$ cat config.mk
export PLATFORM = sky130hd
export DESIGN_NAME = pc_redirect_unit
export DESIGN_NICKNAME = d
export VERILOG_FILES = /design/src/rtl/pc_redirect_unit.sv
export SDC_FILE = /design/constraint.sdc
export NUM_CORES = 1
export LEC_CHECK = 0
export CAP_MARGIN = 20
export CORE_MARGIN = 2
export CORE_UTILIZATION = 43
export DETAILED_ROUTE_END_ITERATION = 6
export PLACE_DENSITY = 0.76
export SLEW_MARGIN = 20
export SYNTH_ARGS = -nofsm -noshare
export SYNTH_HDL_FRONTEND = slang
export SYNTH_SLANG_ARGS = --single-unit
$ cat constraint.sdc
create_clock -name clk -period 5.2 [get_ports clk]
set_input_delay 0.78 -clock clk [delete_from_list [all_inputs] [get_ports clk]]
set_output_delay 0.78 -clock clk [all_outputs]
set_load 0.005 [all_outputs]
$ cat src/rtl/pc_redirect_unit.sv
`default_nettype none
// ============================================================================
// Module  : pc_redirect_unit
// Purpose : Control-flow sequencer for fetch redirects (branch, RET/RTI,
//           interrupt) with 16-bit stack push/pop of a 32-bit PC.
//           Optional flags save/restore: define PC_REDIRECT_FLAGS_EN.
// Revision: 1.0  initial release
// ============================================================================
module pc_redirect_unit #(
  parameter int          ACK_TIMEOUT = 15,
  parameter logic [31:0] RESUME_ADJ  = 32'd0
) (
  input  logic        clk,
  input  logic        reset,
  input  logic        branch_taken,
  input  logic [31:0] branch_target,
  input  logic        ret_ex,
  input  logic        rti_ex,
  input  logic        int_req,
  input  logic [31:0] cur_pc,
  output logic        stk_req,
  output logic        stk_we,
  output logic [15:0] stk_wdata,
  input  logic [15:0] stk_rdata,
  input  logic        stk_ack,
`ifdef PC_REDIRECT_FLAGS_EN
  input  logic [3:0]  flags_in,
  output logic [3:0]  flagsRestore,
  output logic        flagsValid,
`endif
  output logic        branchSignal,
  output logic [31:0] jumpAddress,
  output logic        retSignal,
  output logic [31:0] PCFromPop,
  output logic        intSignal,
  output logic        fetchStall,
  output logic        stkErr
);

  localparam int CNT_W = $clog2(ACK_TIMEOUT + 1);

  typedef enum logic [3:0] {
    S_IDLE    = 4'd0,
    S_PUSH_HI = 4'd1,
    S_PUSH_LO = 4'd2,
`ifdef PC_REDIRECT_FLAGS_EN
    S_PUSH_FL = 4'd3,
    S_POP_FL  = 4'd5,
`endif
    S_INT_GO  = 4'd4,
    S_POP_LO  = 4'd6,
    S_POP_HI  = 4'd7,
    S_RET_GO  = 4'd8
  } state_t;

  state_t             r_state, w_state_next, w_tgt;
  logic               r_req, w_req_next, w_start;
  logic [CNT_W-1:0]   r_cnt;
  logic               r_pend, w_pend_next;
  logic [31:0]        r_resume, w_resume_next;
  logic               w_ack, w_timeout, w_stk_state, w_branch;
  logic               w_load_lo, w_load_hi;
  logic               r_we, w_we_start;
  logic [15:0]        r_wdata, w_wdata_start;
  logic [31:0]        r_pop, r_jump;
  logic               r_branch, r_ret, r_int, r_stall, r_err;
`ifdef PC_REDIRECT_FLAGS_EN
  logic               r_is_rti, w_rti_next, w_load_fl, r_fvalid;
  logic [3:0]         r_flags;
`endif

  // Only an ack that answers a live request counts.
  assign w_ack       = r_req & stk_ack;
  assign w_timeout   = r_req & ~stk_ack & (r_cnt == CNT_W'(ACK_TIMEOUT - 1));
  assign w_stk_state = (r_state != S_IDLE) && (r_state != S_INT_GO) && (r_state != S_RET_GO);

  always_comb begin
    w_state_next  = r_state;
    w_pend_next   = r_pend;
    w_resume_next = r_resume;
    w_branch      = 1'b0;
    w_load_lo     = 1'b0;
    w_load_hi     = 1'b0;
`ifdef PC_REDIRECT_FLAGS_EN
    w_rti_next    = r_is_rti;
    w_load_fl     = 1'b0;
`endif
    case (r_state)
      S_IDLE: begin
        if (ret_ex || rti_ex) begin
`ifdef PC_REDIRECT_FLAGS_EN
          w_state_next = rti_ex ? S_POP_FL : S_POP_LO;
          w_rti_next   = rti_ex;
`else
          w_state_next = S_POP_LO;
`endif
          if (int_req) w_pend_next = 1'b1;
        end else if (int_req || r_pend) begin
          // A same-cycle taken branch becomes the resume point instead of cur_pc.
          w_state_next  = S_PUSH_HI;
          w_resume_next = branch_taken ? branch_target : (cur_pc + RESUME_ADJ);
          w_pend_next   = 1'b1;
        end else if (branch_taken) begin
          w_branch = 1'b1;
        end
      end
      S_PUSH_HI: if (w_ack) w_state_next = S_PUSH_LO;
`ifdef PC_REDIRECT_FLAGS_EN
      S_PUSH_LO: if (w_ack) w_state_next = S_PUSH_FL;
      S_PUSH_FL: if (w_ack) w_state_next = S_INT_GO;
      S_POP_FL: begin
        if (int_req) w_pend_next = 1'b1;
        if (w_ack) begin
          w_state_next = S_POP_LO;
          w_load_fl    = 1'b1;
        end
      end
`else
      S_PUSH_LO: if (w_ack) w_state_next = S_INT_GO;
`endif
      S_INT_GO: begin
        w_state_next = S_IDLE;
        w_pend_next  = 1'b0;
      end
      S_POP_LO: begin
        if (int_req) w_pend_next = 1'b1;
        if (w_ack) begin
          w_state_next = S_POP_HI;
          w_load_lo    = 1'b1;
        end
      end
      S_POP_HI: begin
        if (int_req) w_pend_next = 1'b1;
        if (w_ack) begin
          w_state_next = S_RET_GO;
          w_load_hi    = 1'b1;
        end
      end
      S_RET_GO: begin
        if (int_req) w_pend_next = 1'b1;
        w_state_next = S_IDLE;
      end
      default: w_state_next = S_IDLE;
    endcase
    if (w_timeout) w_state_next = S_IDLE;
  end

  // Request sequencing: the first cycle of a follow-on stack state is the
  // mandatory request gap, after which the new transaction starts.
  always_comb begin
    w_req_next = r_req;
    w_start    = 1'b0;
    if (r_state == S_IDLE) begin
      if (w_state_next != S_IDLE) begin
        w_req_next = 1'b1;
        w_start    = 1'b1;
      end
    end else if (w_stk_state) begin
      if (!r_req) begin
        w_req_next = 1'b1;
        w_start    = 1'b1;
      end else if (w_ack || w_timeout) begin
        w_req_next = 1'b0;
      end
    end
  end

  always_comb begin
    w_tgt         = (r_state == S_IDLE) ? w_state_next : r_state;
    w_we_start    = 1'b0;
    w_wdata_start = 16'h0000;
    case (w_tgt)
      S_PUSH_HI: begin
        w_we_start    = 1'b1;
        w_wdata_start = w_resume_next[31:16];
      end
      S_PUSH_LO: begin
        w_we_start    = 1'b1;
        w_wdata_start = w_resume_next[15:0];
      end
`ifdef PC_REDIRECT_FLAGS_EN
      S_PUSH_FL: begin
        w_we_start    = 1'b1;
        w_wdata_start = {12'h000, flags_in};
      end
`endif
      default: ;
    endcase
  end

  always_ff @(posedge clk) begin
    if (reset) r_state <= S_IDLE;
    else       r_state <= w_state_next;
  end

  always_ff @(posedge clk) begin
    if (reset) begin
      r_req    <= 1'b0;
      r_cnt    <= '0;
      r_pend   <= 1'b0;
      r_resume <= 32'h0;
      r_we     <= 1'b0;
      r_wdata  <= 16'h0;
      r_pop    <= 32'h0;
      r_jump   <= 32'h0;
      r_branch <= 1'b0;
      r_ret    <= 1'b0;
      r_int    <= 1'b0;
      r_stall  <= 1'b0;
      r_err    <= 1'b0;
`ifdef PC_REDIRECT_FLAGS_EN
      r_is_rti <= 1'b0;
      r_flags  <= 4'h0;
      r_fvalid <= 1'b0;
`endif
    end else begin
      r_req    <= w_req_next;
      r_pend   <= w_pend_next;
      r_resume <= w_resume_next;
      if (w_start) begin
        r_cnt   <= '0;
        r_we    <= w_we_start;
        r_wdata <= w_wdata_start;
      end else if (r_req && !stk_ack) begin
        r_cnt <= r_cnt + 1'b1;
      end
      if (w_load_lo) r_pop[15:0]  <= stk_rdata;
      if (w_load_hi) r_pop[31:16] <= stk_rdata;
      r_branch <= w_branch;
      r_jump   <= w_branch ? branch_target : 32'h0;
      r_ret    <= (w_state_next == S_RET_GO);
      r_int    <= (w_state_next == S_INT_GO);
      r_stall  <= (w_state_next != S_IDLE);
      r_err    <= w_timeout;
`ifdef PC_REDIRECT_FLAGS_EN
      r_is_rti <= w_rti_next;
      if (w_load_fl) r_flags <= stk_rdata[3:0];
      r_fvalid <= (w_state_next == S_RET_GO) && r_is_rti;
`endif
    end
  end

  assign stk_req      = r_req;
  assign stk_we       = r_we;
  assign stk_wdata    = r_wdata;
  assign branchSignal = r_branch;
  assign jumpAddress  = r_jump;
  assign retSignal    = r_ret;
  assign PCFromPop    = r_pop;
  assign intSignal    = r_int;
  assign fetchStall   = r_stall;
  assign stkErr       = r_err;
`ifdef PC_REDIRECT_FLAGS_EN
  assign flagsRestore = r_flags;
  assign flagsValid   = r_fvalid;
`endif

endmodule
`default_nettype wire

# Word-level counts from Yosys, hierarchy flattened
# Cells that the tools add are included.
totals:
  ff_bits: 128
  word_cells: 89
  output_inout_bits: 87
classes:
  reduce_logical: 18
  addsub: 1
  n_bitwise: 5
  muxes: 35
  n_eq_ne: 15
op_table:
  columns: ["cell", "n"]
  rows:
  - ["2-to-1 mux 32 bit", 4]
  - ["2-to-1 mux 4 bit", 8]
  - ["case mux 16 bit (2 select lines)", 1]
  - ["2-to-1 mux 1 bit", 20]
  - ["case mux 4 bit (5 select lines)", 1]
  - ["equality test 4 x 3 -> 1 bit, second input constant", 4]
  - ["equality test 4 bit, second input constant", 3]
  - ["equality test 4 x 1 -> 1 bit, second input constant", 2]
  - ["equality test 4 x 2 -> 1 bit, second input constant", 2]
  - ["nonzero test 4 bit", 2]
  - ["OR reduction 2 bit", 3]
  - ["adder 4 x 1 -> 4 bit, second input constant", 1]
  - ["zero test 4 bit", 1]
  - ["!= test 4 x 3 -> 1 bit, second input constant", 1]
  - ["!= test 4 bit, second input constant", 1]
  - ["AND reduction 2 bit", 2]
  - ["AND 1 bit", 3]
  - ["logical AND 1 bit", 3]
  - ["logical OR 1 bit", 3]
  - ["!= test 3 bit, second input constant", 1]
  - ["case mux 1 bit (3 select lines)", 1]
  - ["nonzero test 3 bit", 1]
  - ["OR reduction 3 bit", 1]
  - ["!= test 2 x 1 -> 1 bit, second input constant", 1]
  - ["3 further kinds", 4]

# Logic depth before layout (Yosys ltp)
# Gate-level depths: netlist of the first run.
logic_depth:
  word_depth: 9
  depth_mapped: 9
  ltp_nobuf: 7

# Worst setup path before layout of the first run
# OpenSTA, ideal clock, no wires.
synth_timing:
  path_kind: "input to register"
  start: "input port branch_taken"
  end: "register r_wdata[10] (netlist: stk_wdata[10])"
  setup_slack_ps: 2912
  t_arrival_ps: 2145
  n_path_buf: 2
  path_stages: 7
  setup_time_ps: 143
  path_cell_list: "clkbuf_1 clkbuf_1 mux2_2 a32oi_1 o21ai_0 a21oi_1 a211oi_2"
synth_via:
  elab_chain_len: 5
synth_rtl:
  columns: ["item", "line", "rtl"]
  rows:
  - ["from (decl)", "15", "input logic branch_taken,"]
  - ["2-to-1 mux 32 bit", "101", "w_resume_next = branch_taken ? branch_target : (cur_pc + RESUME_ADJ);"]
  - ["2-to-1 mux 32 bit", "98", "end else if (int_req || r_pend) begin"]
  - ["2-to-1 mux 32 bit", "90", "if (ret_ex || rti_ex) begin"]
  - ["2-to-1 mux 32 bit", "88", "case (r_state)"]
  - ["case mux 16 bit (2 select lines)", "172", "case (w_tgt)"]
  - ["to (signal assigned)", "223", "r_wdata <= w_wdata_start;"]
  - ["to (decl)", "64", "logic [15:0] r_wdata, w_wdata_start;"]
# Every way passes these cells.
# A chain may end at the register's enable or synchronous reset.

# Worst setup path after layout of the first run
layout_timing:
  start: "input port stk_ack"
  end: "register r_wdata[3] (netlist: stk_wdata[3])"
layout_via:
  elab_chain_len: 7
  elab_cells_between_ends: 17
  cone_classes: "2 x eq/ne; 10 x mux; 4 x bitwise; 1 x reduce/logical"
layout_rtl:
  columns: ["item", "line", "rtl"]
  rows:
  - ["from (decl)", "25", "input logic stk_ack,"]
  - ["AND 1 bit / NOT 1 bit (equally long branches)", "73, 74", null]
  - ["2-to-1 mux 4 bit, or another cell as far along", "134", "if (w_ack) begin"]
  - ["case mux 4 bit (5 select lines) / AND 1 bit (equally long branches)", "88, 74", null]
  - ["2-to-1 mux 4 bit (*)", "145", "if (w_timeout) w_state_next = S_IDLE;"]
  - ["2-to-1 mux 4 bit / nonzero test 4 bit (equally long branches)", "169, 154", null]
  - ["equality test 4 x 2 -> 1 bit, or another cell as far along", "172", null]
  - ["case mux 16 bit (2 select lines) / 2-to-1 mux 1 bit (equally long branches)", "172, 153", null]
# Every way passes the cells marked *; elsewhere a longest branch is shown, timed or not.

==> summary.txt, run 1 <==
Critical path
  • Reg2Reg Setup Slack: 2.11 ns
  • Worst setup EP type: flop
  • Worst EP arrival: ~3.6 ns
  • Worst reg2reg endpoint: stk_wdata[3]
  • Reg2reg start: r_state[3]
  • Critical path type: input port to flop
  • CP cell instances: clkdlybuf4s50_1 -> nand2_1 -> or3_1 -> o211ai_2 -> o211ai_1 -> buf_4 -> and2_1 -> a211oi_1
  • Crit path largest cell delay: 0.69 ns
  • Critical-path maximum fanout: 20
  • Worst EP required: 5.45 ns
  • Startpoint class of the critical path: input port
  • Slowest-stage cell, CP: and2_1
  • Worst r2r path cells: 7

Final layout
  • Antenna cell count: 0
  • Finished Layout Cells: 891
  • Layout cells sized above 1: between 10 and 15%
  • Area Growth Syn to Fin: 44.9%
  • # nets final: 820

Min path
  • Worst Hold Path EP: PCFromPop[20]
  • WHS Path Cells: 2
  • Worst Hold Launch: PCFromPop[20]
  • Tightest Hold Check Type: flop to flop

Synth
  • Syn Std Cell Area: approximately 5200 um2
  • Ys flop type: dfxtp_1
  • Top-area cell type share of the netlist area: 49.2%
  • Area leader, netlist: dfxtp_1
  • Synth area leaders: dfxtp_1 (49%), nand2_1 (7.6%), mux2_2 (7.1%), a21oi_1 (6.5%), and2_1 (4.1%)
  • Syn Nets: 669
  • Synth top cells by count: dfxtp_1 (128), nand2_1 (106), a21oi_1 (68)
  • Distinct cells, synth: 44
  • Yosys warns: 0
  • Synthesized area per cell: 8.98 um2
  • Number of flops mapped to enable cells by yosys: 0
  • Cells after synthesis: 580
  • Seq/Total Area, Yosys: 49.2%
  • Most common cell in the netlist: dfxtp_1
  • Synth async-reset ratio: 0%
  • Flops & latches, synth: 128

Pwr
  • Power per Cell Area: 413 nW/um2
  • P_int: 2.15 mW
  • Leak: ~2.7 nW
  • Max rail drop VDD: 0.243 mV
  • Combinational power share: 25.8%
  • Sw frac: a little under a third
  • Clk pwr share: 35.6%
  • Sequential Power Share: approximately 39%
  • P_sw: 963 uW

Floorplan
  • Core Area: around 12000 um2
  • Initial core utilization: 43.7%
  • Die Span Y: roughly 110 um
  • Rows: 40
  • IO Count: 174
  • Die area: 13000 um2
  • Die Width: 114 um

Timing
  • # setup viols final: 0
  • Max-slew violations: 0
  • Final TNS setup: 0 ns
  • Worst Tran Pin Value: about 1.1 ns
  • Layout Skew: 0.00943 ns
  • RSZ-0062 raised after global routing: false
  • Final hold violations: 0
  • Fmax: 299 MHz
  • Rel. slew slack: 28.8%
  • Min Clock Period, post-route: roughly 3.3 ns
  • Fin crit share: 64.3%

Routing
  • Pre-antenna DRT Iters: 5
  • Initial drt markers: about 350
  • Routed WL per cell: 16.1 um
  • Via count: 4673
  • DRC viols: 0
  • Post-DRT Antenna Nets: 0
  • Final WL: 14300 um
  • Vias per cell: ~5.2

Clocking
  • Hold_buf cts: 0
  • CTS Buffer Depth: 2
  • TritonCTS Buffers: 17
  • Post_cts resized: 0
  • Setup Fix Bufs, Post-CTS: 0
  • CTS tree: done
  • CTS clk-pin slew, worst paths: around 0.06 ns
  • CTS H-Tree Depth: 4
  • Clk root buf: clkbuf_16
  • CTS sink cnt: 128
  • Clk_lat worst skew: 0.42 ns

Global route
  • Largest net degree at the start of global routing: 93
  • GRT Max-Usage Layer: met2
  • Tot GR Track Use: approximately 22%
  • Grt met3 use: 9.11%
  • Total grt overflow: 0
  • Global-route wire length before repair: 22800 um
  • Met1 Track Usage GR: around 27%
  • Initial antenna violation count: 0
  • Number of global-route vias before repair: roughly 4600
  • Met2 Use GR: between 30% and 40%

Placement
  • DP Wirelength: 10200 um
  • I/O Buffers: 173
  • Post-Place Cells: 859
  • Routability cong.: about 0.84

Job
  • Max Cap Viol: 0

Status
  • Status: finished clean
## power groups by stage
stage                     registers [mW]  logic, mW  clock network, mW
after detailed placement            1.22      0.807                  0
final                               1.20      0.805               1.11
after global placement              1.22      0.774                  0
after floorplan                     1.18      0.500                  0
after global routing                1.21      0.885               1.18
after CTS                           1.20      0.809               1.13
## logic make-up after synthesis
| family | Yosys count | share of synthesized area (%) |
|---|---|---|
| compound gates | 129 | 16.0 |
| xor+xnor | 3 | 0.504 |
| fa+ha+maj | 2 | 0.480 |
| buf+inv | 66 | 5.35 |
| flops | 128 | 49.2 |
| mux | 51 | 10.6 |
| simple gates | 201 | 17.9 |
## how the worst max path moves through the flow
stage / from / to / cells after the start / slack, ns
CTS: stk_ack / stk_wdata[3] / 8 / 1.90
global route: stk_ack / stk_wdata[3] / 8 / 1.66
detailed placement: stk_ack / stk_wdata[3] / 8 / 1.44
finish: stk_ack / stk_wdata[3] / 8 / 1.85
global placement: stk_ack / stk_wdata[6] / 8 / 1.55
floorplan: branch_taken / stk_wdata[10] / 7 / 2.91
## sequential cells by signal (all words and copies together) (netlist names)
name,count
stk_we,1
fetchStall,1
r_pend,1
r_cnt,4
r_resume,32
PCFromPop,32
intSignal,1
stk_wdata,16
stk_req,1
stkErr,1
r_state,4
retSignal,1
jumpAddress,32
branchSignal,1
## stage by stage
step	utilization (%)	instance area, um2	power (mW)	worst slack, ns	hold slack (ns)
2_1_floorplan	-	5210	1.68	2.91	0.436
3_3_place_gp	58.5	6970	1.99	1.55	0.441
3_5_place_dp	58.6	6980	2.03	1.44	0.446
4_1_cts	63.4	7550	3.14	1.90	0.454
5_1_grt	63.4	7550	3.28	1.66	0.468
6_report	63.4	7550	3.12	1.85	0.455
## worst max-delay path, delay by kind of cell
family / cells / cell delay [ns]
buf+inv: 2 / 0.73
compound gates: 3 / 0.58
simple gates: 3 / 1.51
## area by class of cell
type | instances | area [um2]
multi-input cells | 386 | 2400
well taps | 147 | 184
clock inverters | 15 | 139
flip-flops and latches | 128 | 2560
repair buffers | 177 | 1760
inverters | 21 | 78.8
clock buffers | 17 | 425
fillers | 988 | 4360
## cell usage in the layout (no fill, tap or decap), types with 3 or more instances in the layout
cell type          n
clkdlybuf4s50_1  172
dfxtp_1          128
nand2_1          106
a21oi_1           68
nor2_1            35
and2_1            34
mux2_2            33
inv_1             21
mux2i_1           18
clkbuf_16         17
a32oi_1           16
o21ai_0           11
a211oi_2          10
a211oi_1           8
clkinv_4           7
o21ai_1            6
nor3_1             5
buf_4              4
or3_1              3
clkinv_2           3
## per-layer routing
| metal | wire length (um) | part of all wire (%) | up-vias |
|---|---|---|---|
| met5 | 0 | 0 | - |
| met4 | 298 | 2.1 | 0 |
| met3 | 1480 | 10 | 25 |
| met2 | 6510 | 45 | 209 |
| met1 | 6050 | 42 | 2154 |
| li1 | - | - | 2285 |
(Power assumes the default switching activity.)
==> run 2, diff against run 1 <==
Clock period 5.2 ns to 3.5 ns, I/O delays scaled along.
==> summary.txt, run 2 (same netlist as run 1, synthesis figures left out) <==
Pwr
  • Combinational power share: 25.9%
  • Power per Cell Area: a little over 600 nW/um2
  • Sequential Power Share: 37.9%
  • Clk pwr share: 36.2%
  • Sw frac: slightly above 30%
  • Max rail drop VDD: about 0.3 mV
  • Leak: between 2 and 3 nW
  • P_sw: between 1 and 1.5 mW
  • P_int: 3.27 mW

Critical path
  • Startpoint class of the critical path: flop
  • Critical-path maximum fanout: 17
  • Worst EP required: 3.82 ns
  • Worst setup EP type: flop
  • Worst EP arrival: between 2 and 3 ns
  • Critical path type: flop to flop

Timing
  • Max-slew violations: 0
  • Fmax: 378 MHz
  • RSZ-0062 raised after global routing: false
  • Layout Skew: 0.00875 ns
  • Worst Tran Pin Value: ~1.1 ns
  • Fin worst setup slack: between 0.8 and 0.9 ns
  • Final TNS setup: 0 ns
  • # setup viols final: 0
  • Fin crit share: 75.6%
  • Rel. slew slack: 24.6%
  • Min Clock Period, post-route: 2.65 ns
  • Final hold violations: 0

Job
  • Max Cap Viol: 0

Floorplan
  • Core Area: 11900 um2
  • Die Width: 114 um
  • IO Count: 174
  • Rows: 40
  • Die Span Y: 114 um
  • Die area: roughly 13000 um2
  • Initial core utilization: 43.7%

Routing
  • Via count: 4725
  • Final WL: ~15000 um
  • Initial drt markers: 500
  • Pre-antenna DRT Iters: 5
  • DRC viols: 0
  • Vias per cell: 5.27
  • Routed WL per cell: 16.5 um
  • Post-DRT Antenna Nets: 0

Final layout
  • Register area: 2560 um2
  • Layout cells sized above 1: 12.7%
  • Commonest cells after routing, fill and taps aside: clkdlybuf4s50_1 (172), dfxtp_1 (128), nand2_1 (106), a21oi_1 (68), nor2_1 (35)
  • Multi-input gate area: about 2400 um2
  • Final core occ: 63.9%
  • Commonest non-fill, non-tap cell in the layout: clkdlybuf4s50_1
  • Finished Layout Cells: 897
  • Fillers: 1002
  • Antenna cell count: 0
  • # nets final: 826
  • Area Growth Syn to Fin: 46.0%

Global route
  • Largest net degree at the start of global routing: 50
  • Number of global-route vias before repair: 4620
  • Tot GR Track Use: 23.3%
  • Initial antenna violation count: 0
  • Global-route wire length before repair: 23500 um
  • Total grt overflow: 0

Placement
  • Routability cong.: roughly 0.86
  • Post-Place Cells: about 870
  • DP Wirelength: 10400 um
  • I/O Buffers: between 150 and 200
  • Pre-CTS setup slack: ~0.48 ns

Clocking
  • CTS clk-pin slew, worst paths: approximately 0.06 ns
  • Hold_buf cts: 0
  • TritonCTS Buffers: 17
  • Post_cts resized: 0
  • CTS Buffer Depth: 2
  • CTS sink cnt: 128
  • Clk_lat worst skew: 0.42 ns
  • CTS tree: done
  • Clk root buf: clkbuf_16
  • Setup Fix Bufs, Post-CTS: 0
  • CTS H-Tree Depth: 4

Min path
  • Tightest Hold Check Type: flop to flop

Status
  • Status: finished clean
==> run 2: power by group through the flow <==
stage	Sequential (mW)	Combinational, mW	Clock, mW
floorplan	1.75	0.743	0
global placement	1.81	1.17	0
finish	1.78	1.22	1.70
global route	1.80	1.33	1.80
detailed placement	1.81	1.21	0
CTS	1.78	1.22	1.73
==> run 2: metrics by stage <==
| step | hold WS [ns] | power, mW | cell area [um2] |
|---|---|---|---|
| finish | 0.451 | 4.70 | 7610 |
| global route | 0.475 | 4.93 | 7610 |
| CTS | 0.455 | 4.73 | 7610 |
| detailed placement | 0.447 | 3.02 | 7040 |
| global placement | 0.441 | 2.98 | 7040 |
| floorplan | 0.436 | 2.50 | 5210 |
==> run 2: worst paths after layout <==
kind,startpoint,cells past startpoint,slack (ns),endpoint
worst max-delay path,r_state[2],7,0.85,stk_wdata[2]
worst min-delay path,PCFromPop[6],2,0.45,PCFromPop[6]
worst max register to register,r_state[2],7,0.85,stk_wdata[2]
worst min register to register,PCFromPop[6],2,0.45,PCFromPop[6]
==> run 2: final cells by class <==
type | count | share of cell area, %
clock buffers | 18 | 5.64
clock inverters | 14 | 1.86
inverters | 21 | 1.04
multi-input cells | 386 | 31.5
flip-flops and latches | 128 | 33.7
well taps | 147 | 2.42
repair buffers | 183 | 23.9
==> run 2: critical path, stage by stage, from the launching register on <==
cell,delay [ns]
dfxtp_1,0.69
nand3b_2,0.22
or3_1,0.39
buf_4,0.21
o211ai_2,0.10
o211ai_1,0.13
and2_1,0.45
a211oi_1,0.36
==> run 2: routing by layer <==
| layer | share of wire [%] | GRT usage [%] |
|---|---|---|
| met2 | 46 | 36.8 |
| met3 | 11 | 10.0 |
| met5 | 0 | 0 |
| met1 | 42 | 28.1 |
| met4 | 1.8 | 9.43 |
